[src/rtl/ssp_frame_master.sv]
// SSP frame master: serialises one 16-bit {RA, WnR, DI} register command and captures the slave's 12-bit reply.
// Latency: Rsp_Vld rises LEAD + 32*CLK_DIV + TRAIL cycles after the accept edge, then GAP idle cycles follow.
// Backpressure: Req_Rdy is high only in IDLE. Requests seen at any other time are dropped, so the host holds Req_Vld.
//
// Ports:
//   Clk, Rst                       clock (rising edge) and asynchronous active-low reset
//   Req_Vld/Req_Rdy/RA/WnR/DI      host command handshake and payload
//   Rsp_Vld/Rsp_RA/Rsp_DO          one-cycle completion pulse with address and captured slave data
//   Busy                           frame sequencer is not idle
//   SSP_SSEL/SCK/MOSI/MISO         serial link to the SSP slave. All outputs come straight from flops.
module ssp_frame_master #(
    parameter int CLK_DIV = 4,  // SCK half-period in Clk cycles
    parameter int LEAD    = 2,  // SSEL assert to first SCK low phase
    parameter int TRAIL   = 2,  // last SCK fall to SSEL deassert
    parameter int GAP     = 4   // minimum SSEL-low cycles between frames
) (
    input  logic        Clk,
    input  logic        Rst,
    input  logic        Req_Vld,
    output logic        Req_Rdy,
    input  logic [2:0]  Req_RA,
    input  logic        Req_WnR,
    input  logic [11:0] Req_DI,
    output logic        Rsp_Vld,
    output logic [2:0]  Rsp_RA,
    output logic [11:0] Rsp_DO,
    output logic        Busy,
    output logic        SSP_SSEL,
    output logic        SSP_SCK,
    output logic        SSP_MOSI,
    input  logic        SSP_MISO
);

    typedef enum logic [2:0] {
        ST_IDLE,
        ST_LEAD,
        ST_SHIFT,
        ST_TRAIL,
        ST_GAP
    } state_t;

    // Terminal counts for the shared phase counter.
    localparam logic [15:0] LEAD_LAST  = 16'(LEAD - 1);
    localparam logic [15:0] HALF_LAST  = 16'(CLK_DIV - 1);
    localparam logic [15:0] TRAIL_LAST = 16'(TRAIL - 1);
    localparam logic [15:0] GAP_LAST   = 16'(GAP - 1);

    state_t      state_q;
    logic [15:0] cnt_q;      // cycles spent in the current state or SCK half-period
    logic [3:0]  bit_q;      // index of the bit currently on the wire
    logic [14:0] tx_q;       // remaining frame bits, next bit in [14]
    logic [11:0] rx_q;       // last 12 MISO samples. The first 4 fall off the top.
    logic [2:0]  ra_q;       // address of the frame in flight
    logic        ssel_q;
    logic        sck_q;
    logic        mosi_q;
    logic        rsp_vld_q;
    logic [2:0]  rsp_ra_q;
    logic [11:0] rsp_do_q;

    logic [15:0] frame_d;

    // Frame word as it will appear on MOSI, MSB first.
    assign frame_d = {Req_RA, Req_WnR, Req_DI};

    always_ff @(posedge Clk or negedge Rst) begin
        if (!Rst) begin
            state_q   <= ST_IDLE;
            cnt_q     <= '0;
            bit_q     <= '0;
            tx_q      <= '0;
            rx_q      <= '0;
            ra_q      <= '0;
            ssel_q    <= 1'b0;
            sck_q     <= 1'b0;
            mosi_q    <= 1'b0;
            rsp_vld_q <= 1'b0;
            rsp_ra_q  <= '0;
            rsp_do_q  <= '0;
        end else begin
            rsp_vld_q <= 1'b0;
            case (state_q)
                ST_IDLE: begin
                    if (Req_Vld) begin
                        // Latch the whole command so the host is free to move on.
                        state_q <= ST_LEAD;
                        cnt_q   <= '0;
                        bit_q   <= '0;
                        ssel_q  <= 1'b1;
                        mosi_q  <= frame_d[15];
                        tx_q    <= frame_d[14:0];
                        ra_q    <= Req_RA;
                        rx_q    <= '0;
                    end
                end

                ST_LEAD: begin
                    if (cnt_q == LEAD_LAST) begin
                        cnt_q   <= '0;
                        state_q <= ST_SHIFT;
                    end else begin
                        cnt_q <= cnt_q + 16'd1;
                    end
                end

                ST_SHIFT: begin
                    if (cnt_q == HALF_LAST) begin
                        cnt_q <= '0;
                        if (!sck_q) begin
                            // Rising SCK: the slave's bit has been stable for a full low phase.
                            sck_q <= 1'b1;
                            rx_q  <= {rx_q[10:0], SSP_MISO};
                        end else begin
                            sck_q <= 1'b0;
                            if (bit_q == 4'd15) begin
                                // MOSI keeps bit 0 until SSEL drops.
                                state_q <= ST_TRAIL;
                            end else begin
                                bit_q  <= bit_q + 4'd1;
                                mosi_q <= tx_q[14];
                                tx_q   <= {tx_q[13:0], 1'b0};
                            end
                        end
                    end else begin
                        cnt_q <= cnt_q + 16'd1;
                    end
                end

                ST_TRAIL: begin
                    if (cnt_q == TRAIL_LAST) begin
                        cnt_q     <= '0;
                        ssel_q    <= 1'b0;
                        mosi_q    <= 1'b0;
                        rsp_vld_q <= 1'b1;
                        rsp_ra_q  <= ra_q;
                        rsp_do_q  <= rx_q;
                        state_q   <= ST_GAP;
                    end else begin
                        cnt_q <= cnt_q + 16'd1;
                    end
                end

                ST_GAP: begin
                    if (cnt_q == GAP_LAST) begin
                        cnt_q   <= '0;
                        state_q <= ST_IDLE;
                    end else begin
                        cnt_q <= cnt_q + 16'd1;
                    end
                end

                default: begin
                    // Unreachable encodings fall back to a quiet idle link.
                    state_q <= ST_IDLE;
                    cnt_q   <= '0;
                    ssel_q  <= 1'b0;
                    sck_q   <= 1'b0;
                    mosi_q  <= 1'b0;
                end
            endcase
        end
    end

    assign Req_Rdy  = (state_q == ST_IDLE);
    assign Busy     = (state_q != ST_IDLE);
    assign Rsp_Vld  = rsp_vld_q;
    assign Rsp_RA   = rsp_ra_q;
    assign Rsp_DO   = rsp_do_q;
    assign SSP_SSEL = ssel_q;
    assign SSP_SCK  = sck_q;
    assign SSP_MOSI = mosi_q;

endmodule
[config.mk]
export PLATFORM = sky130hd
export DESIGN_NAME = ssp_frame_master
export DESIGN_NICKNAME = d
export VERILOG_FILES = /design/src/rtl/ssp_frame_master.sv
export SDC_FILE = /design/constraint.sdc
export NUM_CORES = 1
export LEC_CHECK = 0
export ABC_CLOCK_PERIOD_IN_PS = 4700
export CAP_MARGIN = 25
export CORE_UTILIZATION = 50
export DETAILED_ROUTE_END_ITERATION = 8
export GPL_TIMING_DRIVEN = 1
export HOLD_SLACK_MARGIN = 0.05
export PLACE_DENSITY = 0.72
export SYNTH_ARGS = -nofsm -noshare
export SYNTH_HDL_FRONTEND = slang
export SYNTH_SLANG_ARGS = --single-unit
[constraint.sdc]
create_clock -name Clk -period 4.7 [get_ports Clk]
set_input_delay 0.94 -clock Clk [delete_from_list [all_inputs] [get_ports Clk]]
set_output_delay 0.94 -clock Clk [all_outputs]
set_load 0.02 [all_outputs]
* Word-level counts from Yosys, hierarchy flattened
Index checks and enable logic that the tools add are counted.
** Word-level totals
- Register bits after elaboration :: 72
- Bits of input ports :: 20
- Logic and storage cells :: 88
** Cells by class
- Add/subtract/negate cells :: 2
- Equal/unequal tests :: 16
- Multiplexer cells :: 39
- Bitwise operators :: 3
- Reduce and logical (&&, ||, !) cells :: 16
** Operator list (number)
- 2-to-1 mux 15 bit :: 4
- 2-to-1 mux 16 bit :: 3
- one-hot mux 16 bit (3 select lines) :: 1
- 2-to-1 mux 12 bit :: 3
- one-hot mux 15 bit (2 select lines) :: 1
- one-hot mux 12 bit (2 select lines) :: 1
- 2-to-1 mux 3 bit :: 7
- inequality test 2 bit (second input constant) :: 9
- adder 16 x 1 -> 16 bit (second input constant) :: 1
- equality test 16 x 1 -> 1 bit (second input constant) :: 1
- equality test 16 x 2 -> 1 bit (second input constant) :: 1
- 2-to-1 mux 4 bit :: 4
- one-hot mux 3 bit (5 select lines) :: 1
- 2-to-1 mux 1 bit :: 10
- one-hot mux 4 bit (2 select lines) :: 1
- AND reduction 7 bit :: 1
- equality test 3 x 2 -> 1 bit (second input constant) :: 2
- AND reduction 2 bit :: 3
- AND reduction 6 bit :: 1
- OR reduction 2 bit :: 3
- AND reduction 5 bit :: 1
- adder 4 x 1 -> 4 bit (second input constant) :: 1
- equality test 4 bit (second input constant) :: 1
- one-hot mux 1 bit (4 select lines) :: 1
- other kinds (12) :: 14

* Longest topological paths before layout
Gate-level depths: netlist (run 1).
- Word-level depth :: 5
- Mapped depth :: 8
- Depth with buffers taken out :: 7

* Worst setup path before layout (run 1)
No wires, ideal clock.
- Kind :: register to output
- From :: register state_q[1]
- To :: output port Busy
- Arrival :: 1412 ps
- Data required time :: 3760 ps
- Path slack :: 2348 ps
- Cell stages (with the launch flop) :: 4
- Buffers on the path :: 1
- Path through :: dfrtp_1 buf_6 nor3_1 inv_1
** Between the ends
- Word-level cells in the longest chain between the ends :: 1
** Ends and longest elaborated chain
- from (decl) :: line 48 : state_t state_q;
- from (signal assigned) :: line 68 : state_q <= ST_IDLE;
- from (signal assigned) :: line 86 : state_q <= ST_LEAD;
- from (signal assigned) :: line 100 : state_q <= ST_SHIFT;
- nonzero test 3 bit :: line 165 : assign Busy = (state_q != ST_IDLE);
- to (decl) :: line 27 : output logic Busy,
Every way passes these cells.

* Worst setup path after layout (run 1)
- From :: register state_q[0]
- To :: output port Busy
The elaborated chain is that of the path after synthesis.

==> results.md, run 1 <==
- Slowest Stage Delay on Critical Path: 0.57 ns
- ANT cells: 0
- Finish-stage setup viols: 0
- Post-synthesis area per instance: 11.4 µm²
- Worst skew pair latency: 0.35 ns
- Setup bufs post-CTS: 0
- Vias per cell: 5.43
- Yosys warns: 0
- CP bufs+invs: 2
- EDFF count, synth: 0
- Largest net degree at the start of global routing: 38
- # hold bufs at CTS: 0
- Clk pwr share: 35.0%
- Critical Path RT: 3.76 ns
- Vias: 2478
- TritonCTS clock tree: done
- CTS buffer count: 9
- Initial antenna violation count: 0
- Die Width: 87.0 µm
- Pins over their slew limit: 0
- Crit path cell chain: nor3_1, inv_1, clkdlybuf4s50_1
- Crit start category: register
- Area Growth Syn to Fin: 17.8%
- Count of clock tree sinks: 72
- Psw: 0.445 mW
- Vias in the first global route: 2307
- Area leader, netlist: dfrtp_1
- Synth top area share: 49.9%
- Post-Syn Nets: 341
- Post_cts resized: 0
- Row cnt: 30
- GRT Util Overall: 19.4%
- Power, Total: 1.56 mW
- Clk pin slew, worst setup/hold paths: 0.09 ns
- P per Cell Area: 366 mW/mm²
- Unique cell type count in the Yosys netlist: 54
- Worst setup margin: 1.68 ns
- Root buf cell: clkbuf_8
- CTS Buffer Depth: 2
- Seq pwr share: 51.1%
- Worst VDD drop: 0.139 mV
- Initial DRC Count: 160
- Layout cell share with drive strength beyond 1: 21.1%
- R2r setup slk: 2.13 ns
- Total gr overflow: 0
- Max Cap Viol: 0
- Worst Setup End Kind: output port
- Post-Layout Cell Count: 456
- Unrepaired setup endpoints after global routing: false
- Area of the multi-input gates: 0.00161 mm²
- First-pass GRT wire length: 11200 µm
- Setup TNS: 0 ns
- CP max FO: 16
- Die Area: 0.00757 mm²
- Pre-CTS WS: 1.64 ns
- Die H: 87.0 µm
- Post-synthesis async set-or-reset flop share: 100%
- Drt first pass iters: 4
- Crit path time final: 3.02 ns
- Final Hold Fails: 0
- Post-detail-place hpwl: 4450 µm
- Fillers: 586
- Register bit total from synthesis: 72
- Most common cell in the netlist: dfrtp_1
- Slowest CP cell: dfrtp_1
- Netlist Area Pre-Place: 0.00361 mm²
- Worst-Margin Slew: 0.840 ns
- Routability cong.: 0.820
- Detailed Route WL: 6690 µm
- H-tree depth: 3
- Rel. slew slack: 43.9%
- Leak: 1.98 nW
- Critical path class: register to output port
- Clock Skew: 0.0104 ns
- Initial Util: 52.6%
- IO Port Bufs: 40
- Critical path arrival: 2.08 ns
- # nets final: 378
- Delay-heaviest family, CP: buffers and inverters
- Area contributors post-synth: dfrtp_1 (50%), mux2_2 (12%), mux2i_1 (3.9%)
- # DRC: 0
- Comb power frac: 13.9%
- Placed cells: 440
- Finished Core Util: 61.9%
- Synth Instances: 318
- Commonest register cell after synthesis: dfrtp_1
- Drt wl/cell: 14.7 µm
- Antenna Nets Post-Route: 0
- HP Class: register to register
- Fmax: 332 MHz
- Sequential share of the synthesized area: 49.9%
- Final worst-path cycle share: 64.2%
- Core area: 0.00687 mm²
- Top Ports: 41
- Status: completed
- Cell-internal power: 1.11 mW
- Synth cell count leaders: dfrtp_1 (72), mux2_2 (38), nand2_1 (27)
- Sequential cell area: 0.00180 mm²
- Sw Share: 28.6%
==> cells by family after synthesis <==
family | synth area share (%)
AOI/OAI and AO/OA | 9.11
xor gates and xnor gates | 1.21
adders and majority gates | 1.04
buffers and inverters | 5.61
DFF | 49.9
muxes | 19.4
and+or+nand+nor | 13.8
==> stage by stage <==
| step | area, µm² | hold slack [ns] |
|---|---|---|
| 3_5_place_dp | 4040 | 0.480 |
| 4_1_cts | 4250 | 0.498 |
| 2_1_floorplan | 3610 | 0.474 |
| 3_3_place_gp | 4020 | 0.471 |
| 5_1_grt | 4250 | 0.510 |
| 6_report | 4250 | 0.490 |
==> state kept, by name (all words and copies together) (netlist names), 3 cells and up <==
register and cells:
cnt_q 16, tx_q 15, Rsp_DO 12, rx_q 12, bit_q 4, Rsp_RA 3, ra_q 3, state_q 3
==> path summary, 6_finish.rpt <==
| kind | start | to | depth (start not counted) |
|---|---|---|---|
| setup / recovery | state_q[0] | Busy | 3 |
| hold / removal | Rsp_DO[7] | Rsp_DO[7] | 1 |
| setup reg to reg | state_q[0] | Rsp_RA[2] | 4 |
| hold reg to reg | Rsp_DO[7] | Rsp_DO[7] | 1 |
| max in group asynchronous | Rst | state_q[0] | 2 |
| min in group asynchronous | Rst | cnt_q[8] | 1 |
==> layout make-up <==
cell class	count	share of cell area, %
sequential	72	42.4
multi-input combinational	208	37.9
timing repair buffer	42	9.82
clock buffer	10	3.00
tap	96	2.82
clock inverter	6	2.12
inverter	22	1.94
==> metal layers <==
layer / vias to the layer above / share of wire [%] / global-route usage (%)
met1: 1210 / 48 / 27.1
met2: 49 / 46 / 29.2
met3: 12 / 4.1 / 4.08
li1: 1207 / - / -
met4: 0 / 1.8 / 8.64
met5: - / 0 / 0
==> worst reg2reg max path, cell delays in order (launching register included) <==
cell and delay, ns:
dfrtp_1 0.67, nor4bb_1 0.35, nand4_1 0.28, nor2_2 0.73, mux2_2 0.43
==> power by group through the flow <==
stage	logic (mW)	registers, mW	clock network, mW
3_5_place_dp	0.217	0.806	0
2_1_floorplan	0.188	0.767	0
4_1_cts	0.218	0.794	0.554
6_report	0.216	0.796	0.545
5_1_grt	0.244	0.809	0.583
3_3_place_gp	0.208	0.801	0
==> placed cells by master, fill, tap and decap left out, types with 9 or more instances in the layout <==
master            n
nand2_1          27
a31oi_1          11
nor2_1           10
dfrtp_1          72
a21oi_1          14
clkbuf_8          9
inv_1            22
mux2_2           38
clkdlybuf4s50_1  39
o21ai_0          12
mux2i_1          14
Note: power is estimated with default switching activity, not from simulation.
==> run 2, diff against run 1 <==
ABC_CLOCK_PERIOD_IN_PS = 2840   (was 4700)
clock period = 2.84 ns   (was 4.7 ns; I/O delays follow)
==> run 2 against run 1 <==
Cell count up 1.3%. Clock skew down 0.0035 ns. Worst hold slack worse by 0.27 ns. Largest cell class unchanged. Count of clock-buffer cells in the layout up 3. Sequential cell count unchanged. Sequential share of layout area about the same. Register-to-register slack worse by 1.6 ns.
==> results.md, run 2 (same netlist as run 1, synthesis figures left out) <==
- Largest net degree at the start of global routing: 51
- Unrepaired setup endpoints after global routing: false
- Top Ports: 41
- Fmax: 403 MHz
- Register-to-Register Path Depth: 6
- CTS Buffer Depth: 2
- ANT cells: 0
- # nets final: 384
- Post-detail-place hpwl: 4730 µm
- Critical path class: register to output port
- Worst VDD drop: 0.329 mV
- Area Growth Syn to Fin: 17.7%
- CP bufs+invs: 2
- Core area: 0.00687 mm²
- GRT Util Overall: 19.9%
- Pins over their slew limit: 0
- Vias: 2485
- CP max FO: 3
- R2r setup slk: 0.53 ns
- Total gr overflow: 0
- Crit Reg-Reg Endpoint: cnt_q[3]
- Die Width: 87.0 µm
- Slowest Stage Delay on Critical Path: 0.57 ns
- Finished Core Util: 61.9%
- Most frequent cells in the layout: dfrtp_1 (72), clkdlybuf4s50_1 (39), mux2_2 (38)
- Placed cells: 446
- Leading cell type in the layout, fill and taps excluded: dfrtp_1
- Worst Setup End Kind: output port
- Detailed Route WL: 6760 µm
- Post_cts resized: 0
- TritonCTS clock tree: done
- Vias in the first global route: 2450
- Layout cell share with drive strength beyond 1: 21.9%
- First-pass GRT wire length: 11500 µm
- Leak: 1.99 nW
- Antenna Nets Post-Route: 0
- Final Cell Area: 0.00425 mm²
- Initial Util: 52.6%
- Crit start category: register
- Die H: 87.0 µm
- Worst skew pair latency: 0.33 ns
- # hold bufs at CTS: 0
- Max reg flops: 16
- Initial antenna violation count: 0
- Vias per cell: 5.38
- Largest regs: cnt_q: 16 flops, tx_q: 15 flops
- Status: completed
- Final worst-path cycle share: 87.3%
- Clock Skew: 0.00689 ns
- HP Class: input pin to async pin
- # DRC: 0
- Die Area: 0.00757 mm²
- Row cnt: 30
- H-tree depth: 3
- Routability cong.: 0.815
- Rel. slew slack: 55.7%
- CTS buffer count: 9
- Largest reg by FF count: cnt_q
- Delay-heaviest family, CP: buffers and inverters
- Max Cap Viol: 0
- Root buf cell: clkbuf_8
- Drt wl/cell: 14.6 µm
- Initial DRC Count: 177
- Critical path arrival: 1.91 ns
- IO Port Bufs: 40
- Setup TNS: 0 ns
- Worst-Margin Slew: 0.664 ns
- P per Cell Area: 558 mW/mm²
- Count of clock tree sinks: 72
- Setup bufs post-CTS: 0
- Slowest CP cell: clkdlybuf4s50_1
- Drt first pass iters: 4
- Final Hold Fails: 0
- Worst R2R Start: cnt_q[0]
- Post-Layout Cell Count: 462
- Clk pin slew, worst setup/hold paths: 0.07 ns
- Finish-stage setup viols: 0
- Critical Path RT: 2.27 ns
- Cell Area, Placed: 0.00409 mm²
- Crit path cell chain: nor3_1, inv_1, clkdlybuf4s50_1
- Crit path time final: 2.48 ns
==> run 2: cell type report <==
cell class	count	area, µm²
clock buffer	13	149
clock inverter	3	17.5
fill	599	2620
inverter	22	82.6
multi-input combinational	208	1610
sequential	72	1800
tap	96	120
timing repair buffer	48	468
==> run 2: stage by stage <==
step                hold slack, ns  setup slack [ns]  power (mW)
detailed placement           0.484             0.460        1.70
CTS                          0.232             0.333        2.40
global placement             0.472             0.536        1.68
floorplan                    0.272             0.824        1.58
global route                 0.243             0.207        2.51
finish                       0.220             0.360        2.37
==> run 2: how the worst max path moves through the flow <==
stage	start	cells after the start	slack, ns	end
after CTS	state_q[1]	3	0.33	Busy
after detailed placement	Req_Vld	5	0.46	tx_q[3]
final	state_q[1]	3	0.36	Busy
after global placement	Req_Vld	5	0.54	tx_q[4]
after global routing	state_q[1]	3	0.21	Busy
after floorplan	state_q[1]	6	0.82	cnt_q[15]
==> run 2: report_power, final <==
group	internal [mW]	switching [mW]	total, mW
logic	0.197	0.178	0.375
registers	1.15	0.153	1.30
clock network	0.339	0.356	0.695
total	1.69	0.687	2.37
==> run 2: worst reg2reg max path, cell delays in order, from the launching register on <==
cell	delay (ns)
dfrtp_1	0.40
ha_1	0.35
nor3b_1	0.25
nand4_1	0.30
o211ai_2	0.53
o21ai_0	0.18
a22o_1	0.21
==> run 2: metal layers <==
layer / part of all wire (%) / global-route usage, % / vias up / wire length [µm]
li1: - / - / 1219 / -
met3: 4.5 / 5.59 / 4 / 301
met4: 0.78 / 5.45 / 0 / 53
met2: 49 / 33.2 / 63 / 3330
met1: 46 / 25.3 / 1199 / 3080
met5: 0 / 0 / - / 0
==> run 3, diff against run 2 <==
CORE_ASPECT_RATIO = 2   (was default)
CORE_UTILIZATION = 56   (was 50)
HOLD_SLACK_MARGIN = default   (was 0.05)
PLACE_DENSITY = 0.8   (was 0.72)
==> run 3 against run 2 <==
Critical path depth is 1 lower. Sequential cell count unchanged. Count of clock-buffer cells in the layout fell by 2. Largest power group unchanged. Critical endpoint is now Req_Rdy. Worst hold slack improved by 0.0089 ns. Die area decreased by 10%. Largest cell class unchanged.
==> results.md, run 3 (same netlist as run 1, synthesis figures left out) <==
- Status: completed
- # hold bufs at CTS: 0
- Critical path class: register to output port
- Drt wl/cell: 16.2 µm
- First-pass GRT wire length: 11900 µm
- Power, Total: 2.76 mW
- GRT Util Overall: 24.0%
- Crit path cell chain: nor3_1, clkdlybuf4s50_1
- Vias per cell: 5.67
- Delay-heaviest family, CP: buffers and inverters
- Max Cap Viol: 0
- # DRC: 0
- Worst VDD drop: 0.517 mV
- Count of clock tree sinks: 72
- Setup bufs post-CTS: 0
- Final Hold Fails: 0
- Drt first pass iters: 4
- # nets final: 386
- Pins over their slew limit: 0
- CTS Buffer Depth: 2
- Worst skew pair latency: 0.34 ns
- Die H: 116 µm
- R2r setup slk: 0.63 ns
- Final worst-path cycle share: 82.5%
- CP bufs+invs: 1
- HP Class: input pin to async pin
- Finish-stage setup viols: 0
- Area Growth Syn to Fin: 21.1%
- P per Cell Area: 631 mW/mm²
- Largest reg by FF count: cnt_q
- Initial antenna violation count: 0
- Worst-Margin Slew: 0.662 ns
- Post-detail-place hpwl: 5130 µm
- Layout cell share with drive strength beyond 1: 23.1%
- Leading cell type in the layout, fill and taps excluded: dfrtp_1
- Core area: 0.00626 mm²
- Root buf cell: clkbuf_16
- Slowest Stage Delay on Critical Path: 0.67 ns
- IO Port Bufs: 40
- CTS buffer count: 9
- Vias in the first global route: 2542
- ANT cells: 0
- Antenna Nets Post-Route: 0
- Row cnt: 41
- Initial Util: 57.7%
- Largest regs: cnt_q: 16 flops, tx_q: 15 flops
- Setup TNS: 0 ns
- Fmax: 427 MHz
- CP max FO: 3
- Clk pin slew, worst setup/hold paths: 0.06 ns
- Die Width: 58.8 µm
- Critical Path RT: 2.27 ns
- Largest net degree at the start of global routing: 73
- Clock Skew: 0.00754 ns
- H-tree depth: 3
- Total gr overflow: 0
- Routability cong.: 0.852
- Post_cts resized: 0
- Top Ports: 41
- Detailed Route WL: 7370 µm
- Initial DRC Count: 175
- Most frequent cells in the layout: dfrtp_1 (72), clkdlybuf4s50_1 (39), mux2_2 (38)
- Die Area: 0.00679 mm²
- TritonCTS clock tree: done
- Crit path time final: 2.34 ns
- Max reg flops: 16
- Rel. slew slack: 55.8%
- Slowest CP cell: clkdlybuf4s50_1
- Critical path arrival: 1.77 ns
- Crit start category: register
- Worst Setup End Kind: output port
- Leak: 2.05 nW
- Unrepaired setup endpoints after global routing: false
- Vias: 2576
run 3: worst paths after layout:
path	from	endpoint	depth (start not counted)
min	Rst	cnt_q[12]	2
max reg2reg	cnt_q[2]	rx_q[8]	5
max	state_q[1]	Req_Rdy	2
min reg2reg	Rsp_DO[7]	Rsp_DO[7]	1
min in group Clk	Rsp_DO[7]	Rsp_DO[7]	1
max in group asynchronous	Rst	Rsp_DO[9]	2
run 3: where the power goes:
group / total, mW / leakage [nW] / switching [mW] / internal (mW)
combinational: 0.389 / 0.989 / 0.184 / 0.204
sequential: 1.31 / 0.922 / 0.163 / 1.15
clock: 1.06 / 0.141 / 0.423 / 0.634
total: 2.76 / 2.05 / 0.770 / 1.99
run 3: metrics by stage:
step                utilization [%]  hold slack [ns]  setup WS [ns]  instance area [µm²]  std cells
CTS                            69.9            0.273          0.483                 4370        454
global placement               65.3            0.470          0.537                 4090        438
floorplan                         -            0.272          0.824                 3610        318
finish                         69.9            0.229          0.498                 4370        454
global route                   69.9            0.278          0.416                 4370        454
detailed placement             65.3            0.484          0.488                 4090        438
run 3: worst register-to-register path: cells and delay by family, from the launching register on:
family          cells  cell delay [ns]
simple gates        3             1.16
mux                 1             0.30
compound gates      1             0.22
flops               1             0.44
run 3: routing by layer:
layer  vias to the layer above  routed length, µm  track usage [%]
li1                       1226                  -                -
met1                      1275               2810             25.6
met2                        57               4080             42.1
met3                        18                201             4.80
met4                         0                274             14.4
met5                         -                  0                0
run 3: cell type report:
cell class | count | area, µm²
Multi-Input combinational cell | 208 | 1610
Sequential cell | 72 | 1800
Fill cell | 491 | 1890
Tap cell | 86 | 108
Timing Repair Buffer | 50 | 483
Clock buffer | 11 | 253
Clock inverter | 5 | 31.3
Inverter | 22 | 82.6
